File: src/rtl/xy_step_arbiter.sv
// xy_step_arbiter: two requesters share one paired x/y step accumulator, one step per grant,
// round-robin on ties, locked once the step budget is spent until clr or rst.
module xy_step_arbiter #(
    parameter int WIDTH     = 8,
    parameter int INIT_X    = 5,
    parameter int INIT_Y    = 0,
    parameter int STEP      = 10,
    parameter int MAX_STEPS = 32
) (
    input  logic                           clk,
    input  logic                           rst,
    input  logic [1:0]                     req,
    input  logic                           clr,
    output logic [1:0]                     grant,
    output logic                           busy,
    output logic                           sat,
    output logic [$clog2(MAX_STEPS+1)-1:0] step_cnt,
    output logic [WIDTH-1:0]               x,
    output logic [WIDTH-1:0]               y
);
    localparam int CW = $clog2(MAX_STEPS + 1);
    typedef enum logic [1:0] {IDLE, EXEC, WAIT, LOCK} state_t;
    state_t state, state_n;
    logic   w, w_n, rr_last;
    always_ff @(posedge clk or posedge rst)
        if (rst) begin
            state <= IDLE;
            w     <= 1'b0;
        end else begin
            state <= state_n;
            w     <= w_n;
        end
    always_comb begin
        state_n = state;
        w_n     = w;
        if (clr)
            state_n = IDLE;
        else
            case (state)
                IDLE:
                    if (step_cnt == CW'(MAX_STEPS))
                        state_n = LOCK;
                    else if (req != 2'b00) begin
                        state_n = EXEC;
                        w_n     = (req == 2'b11) ? ~rr_last : req[1];
                    end
                EXEC:    state_n = WAIT;
                WAIT:    state_n = req[w] ? WAIT : IDLE;
                default: state_n = LOCK;
            endcase
    end
    // clr wins over the EXEC update, so a step in flight is dropped
    always_ff @(posedge clk or posedge rst)
        if (rst) begin
            x        <= WIDTH'(INIT_X);
            y        <= WIDTH'(INIT_Y);
            step_cnt <= '0;
            rr_last  <= 1'b1;
        end else if (clr) begin
            x        <= WIDTH'(INIT_X);
            y        <= WIDTH'(INIT_Y);
            step_cnt <= '0;
        end else if (state == EXEC) begin
            x        <= x + WIDTH'(STEP);
            y        <= y + WIDTH'(STEP);
            step_cnt <= step_cnt + CW'(1);
            rr_last  <= w;
        end
    assign grant = (state == EXEC) ? (w ? 2'b10 : 2'b01) : 2'b00;
    assign busy  = state != IDLE;
    assign sat   = state == LOCK;
endmodule

File: config.mk
export PLATFORM = sky130hd
export DESIGN_NAME = xy_step_arbiter
export DESIGN_NICKNAME = d
export VERILOG_FILES = /design/src/rtl/xy_step_arbiter.sv
export SDC_FILE = /design/constraint.sdc
export NUM_CORES = 1
export LEC_CHECK = 0
export ABC_AREA = 1
export CORE_ASPECT_RATIO = 0.8
export CORE_MARGIN = 5
export CORE_UTILIZATION = 62
export DETAILED_ROUTE_END_ITERATION = 7
export DONT_BUFFER_PORTS = 1
export PLACE_DENSITY = 0.79
export SLEW_MARGIN = 30
export SYNTH_ARGS = -nofsm -noshare
export SYNTH_HDL_FRONTEND = slang
export SYNTH_SLANG_ARGS = --single-unit
File: constraint.sdc
create_clock -name clk -period 1.5 [get_ports clk]
set_input_delay 0.225 -clock clk [delete_from_list [all_inputs] [get_ports clk]]
set_output_delay 0.225 -clock clk [all_outputs]
set_load 0.02 [all_outputs]
==> impl_metrics.toml, run 1 <==
[floorplan]
core_mm2 = 0.00218
fp.dieW_um = 63.7
die_area_mm2 = 0.00337
ios = 31
die_y_um = 52.9
start_util_pct = 65.6
rows = 15

[power_and_ir_drop]
p_leak_nw = 0.804
max-vdd-ir-drop_uv = 1060
powerDensity_mw_per_mm2 = 1690

[critical_path]
critPathMaxFanout = 6
worstSetupStartpointType = "flop"
reg2reg_depth = 9
critPathArrivalTime_ps = 1260
path_cells = "inv_2 -> ha_4 -> inv_8 -> nor2_4 -> buf_6"
end_kind = "primary output"
critPathSlowestCell = "dfrtp_1"
path_class = "flop to primary output"
cpPeakStageDelay_ps = 410
cp.required_ps = 1270

[yosys]
synth_cell_types = 24
syn_nets = 183
synthMuxAreaShare_pct = 0
synth_top_family_by_area = "simple AND/OR/NAND/NOR gates"
synth_cells = 169
synth_top_cell_by_area = "dfrtp_1"
ys_seq_area_share_pct = 44.1
syn_area_per_cell_um2 = 8.45
synth_xor_area_share_pct = 0
yosys-top-cells-area = "dfrtp_1 (39%), ha_1 (7.9%), nand2_1 (7.9%)"
synth_top_area_share_pct = 38.6
synth-compound-area-share_pct = 10.8
synth_seq_cells = 25
synth_area_mm2 = 0.00143
ys_warn_count = 0
synthAdderAreaFrac_pct = 7.89
yosys.area_share.simple_pct = 26.5

[cts]
ctsHtreeMaxLevel = 1
clk_latency_ps = 330
cts_tree = "yes"
numCtsBuffers = 3
cts_max_path_buffers = 2
root_buffer = "clkbuf_4"
clkTransAtPathRegs_ps = 130
clkSinkCount = 25

[sta]
hold_viol = 0
rsz0062_at_grt = "true"
fin_crit_ps = 1490
fin_crit_sh_pct = 99.2
setup_viol = 0
final.setup.tns_ps = 0
drv_slew = 0
timing.final.ws_setup_ps = 12.3
fmax_ghz = 0.672
finClkSkew_ps = 11.7

[layout]
nets = 202
instances_no_fill = 212
antennaDiodeCount = 0
final_cell_mix = "nand2_1 (30), inv_1 (22), dfrtp_1 (22)"
layout-drive-gt1-share_pct = 23.5
layout_commonest_cell = "nand2_1"
finish.utilization_pct = 75.9
area_delta_synth_final_pct = 15.7
fill_cells = 152

[hold_path]
hp-class = "primary input to flop"
whs_path_depth = 3

[place]
place_congestion = 0.827
dpl.cell_count = 200
post-place-ws_ps = 109
io_buffer_count = 0
hpwl_mm = 2.22

[global_routing]
grt_pass1_wl_mm = 5.38
grt.total_usage_pct = 20.9
grt_max_degree = 26
grt.overflow.total = 0
grt_antenna_before_repair = 0
grt_pass1_vias = 1183

[detailed_routing]
drtIter0Drc = 73
via_per_inst = 5.63
drc = 0
wirelength_mm = 3.16
vias = 1193
wl_per_cell_um = 14.9
firstDrtPassIters = 4
ant_nets = 0

[flow_run]
drv_cap = 0

[outcome]
status = "complete, no violations"
cell families after synthesis:
logic type               Yosys count
AO/OA/AOI/OAI                     24
adder cells (fa/ha/maj)            9
buffers and inverters             32
flip-flops                        25
other                              1
AND/OR/NAND/NOR                   78
Yosys cell counts:
| master | instances |
|---|---|
| conb_1 | 1 |
| nand2_1 | 30 |
| nand2_4 | 2 |
| nor2_2 | 1 |
| dfrtp_1 | 22 |
| nor3_1 | 6 |
| o21ai_0 | 9 |
| dfstp_2 | 3 |
| nand3_1 | 7 |
| a21oi_4 | 2 |
| a21oi_2 | 1 |
| nand4_1 | 9 |
| a22o_1 | 1 |
| buf_4 | 2 |
| ha_1 | 9 |
| inv_2 | 1 |
| nor2_4 | 1 |
| inv_1 | 26 |
| or2_2 | 1 |
| o22a_1 | 1 |
| nor2_1 | 18 |
| buf_6 | 3 |
| nand3_2 | 3 |
| a21oi_1 | 10 |
flip-flops by register name, summed over array words and instances, names as in the netlist:
signal	count
rr_last	1
state	2
step_cnt	6
w	1
x	8
y	7
report_power, final:
| group | switching [W] | total [W] | leakage, nW | internal, W |
|---|---|---|---|---|
| logic | 0.000827 | 0.00144 | 0.459 | 0.000610 |
| clock network | 0.000213 | 0.000315 | 0.0139 | 0.000102 |
| registers | 0.000217 | 0.00105 | 0.331 | 0.000830 |
| total | 0.00126 | 0.00280 | 0.804 | 0.00154 |
area by class of cell:
type | count | area, um^2 | share of cell area (%)
Clock buffer | 3 | 22.5 | 1.36
Sequential cell | 25 | 629 | 38.1
Timing Repair Buffer | 19 | 166 | 10.1
Inverter | 27 | 111 | 6.74
Multi-Input combinational cell | 112 | 683 | 41.4
Clock inverter | 1 | 7.51 | 0.455
Tap cell | 25 | 31.3 | 1.89
stage by stage:
step / instance area [um^2] / power (W) / hold WS (ps)
after global routing: 1650 / 0.00301 / 61.5
final: 1650 / 0.00280 / 51.1
after floorplan: 1430 / 0.00183 / 250
after CTS: 1640 / 0.00273 / 45.3
after global placement: 1510 / 0.00213 / 183
after detailed placement: 1510 / 0.00218 / 185
path summary, 6_finish.rpt:
kind / start / end / slack, ps
max: state[1] / grant[0] / 10
min: clr / state[1] / 50
max reg2reg: state[1] / y[7] / 80
min reg2reg: rr_last / rr_last / 540
max in group asynchronous: rst / rr_last / 860
min in group asynchronous: rst / x[3] / 360
repair_timing:
| action | 4_1_cts | 5_1_grt |
|---|---|---|
| gates cloned | 0 | 0 |
| pin swaps | 2 | 1 |
| buffers inserted | 5 | 2 |
| gates resized for setup | 15 | 5 |
| hold buffers | 2 | 0 |
| endpoints found under the setup margin | 3 | 11 |
| endpoints found under the hold margin | 26 | 0 |
metal layers:
metal,wire [um],GRT usage (%)
met5,0,0
met4,86,8.30
met3,241,6.79
met2,1580,36.1
met1,1260,24.0
critical path: cells and delay by family, from the launching register on:
kind | cells | cell delay (ps)
buffers and inverters | 3 | 260
and+or+nand+nor | 1 | 70
DFF | 1 | 410
adders and majority gates | 1 | 190
Note: power is estimated with default switching activity, not from simulation.
==> run 2: changes to the inputs <==
- ABC_CLOCK_PERIOD_IN_PS: not set -> 1500
==> results of run 2 <==
No change in the layout: final DEF, timing and power equal those of run 1.
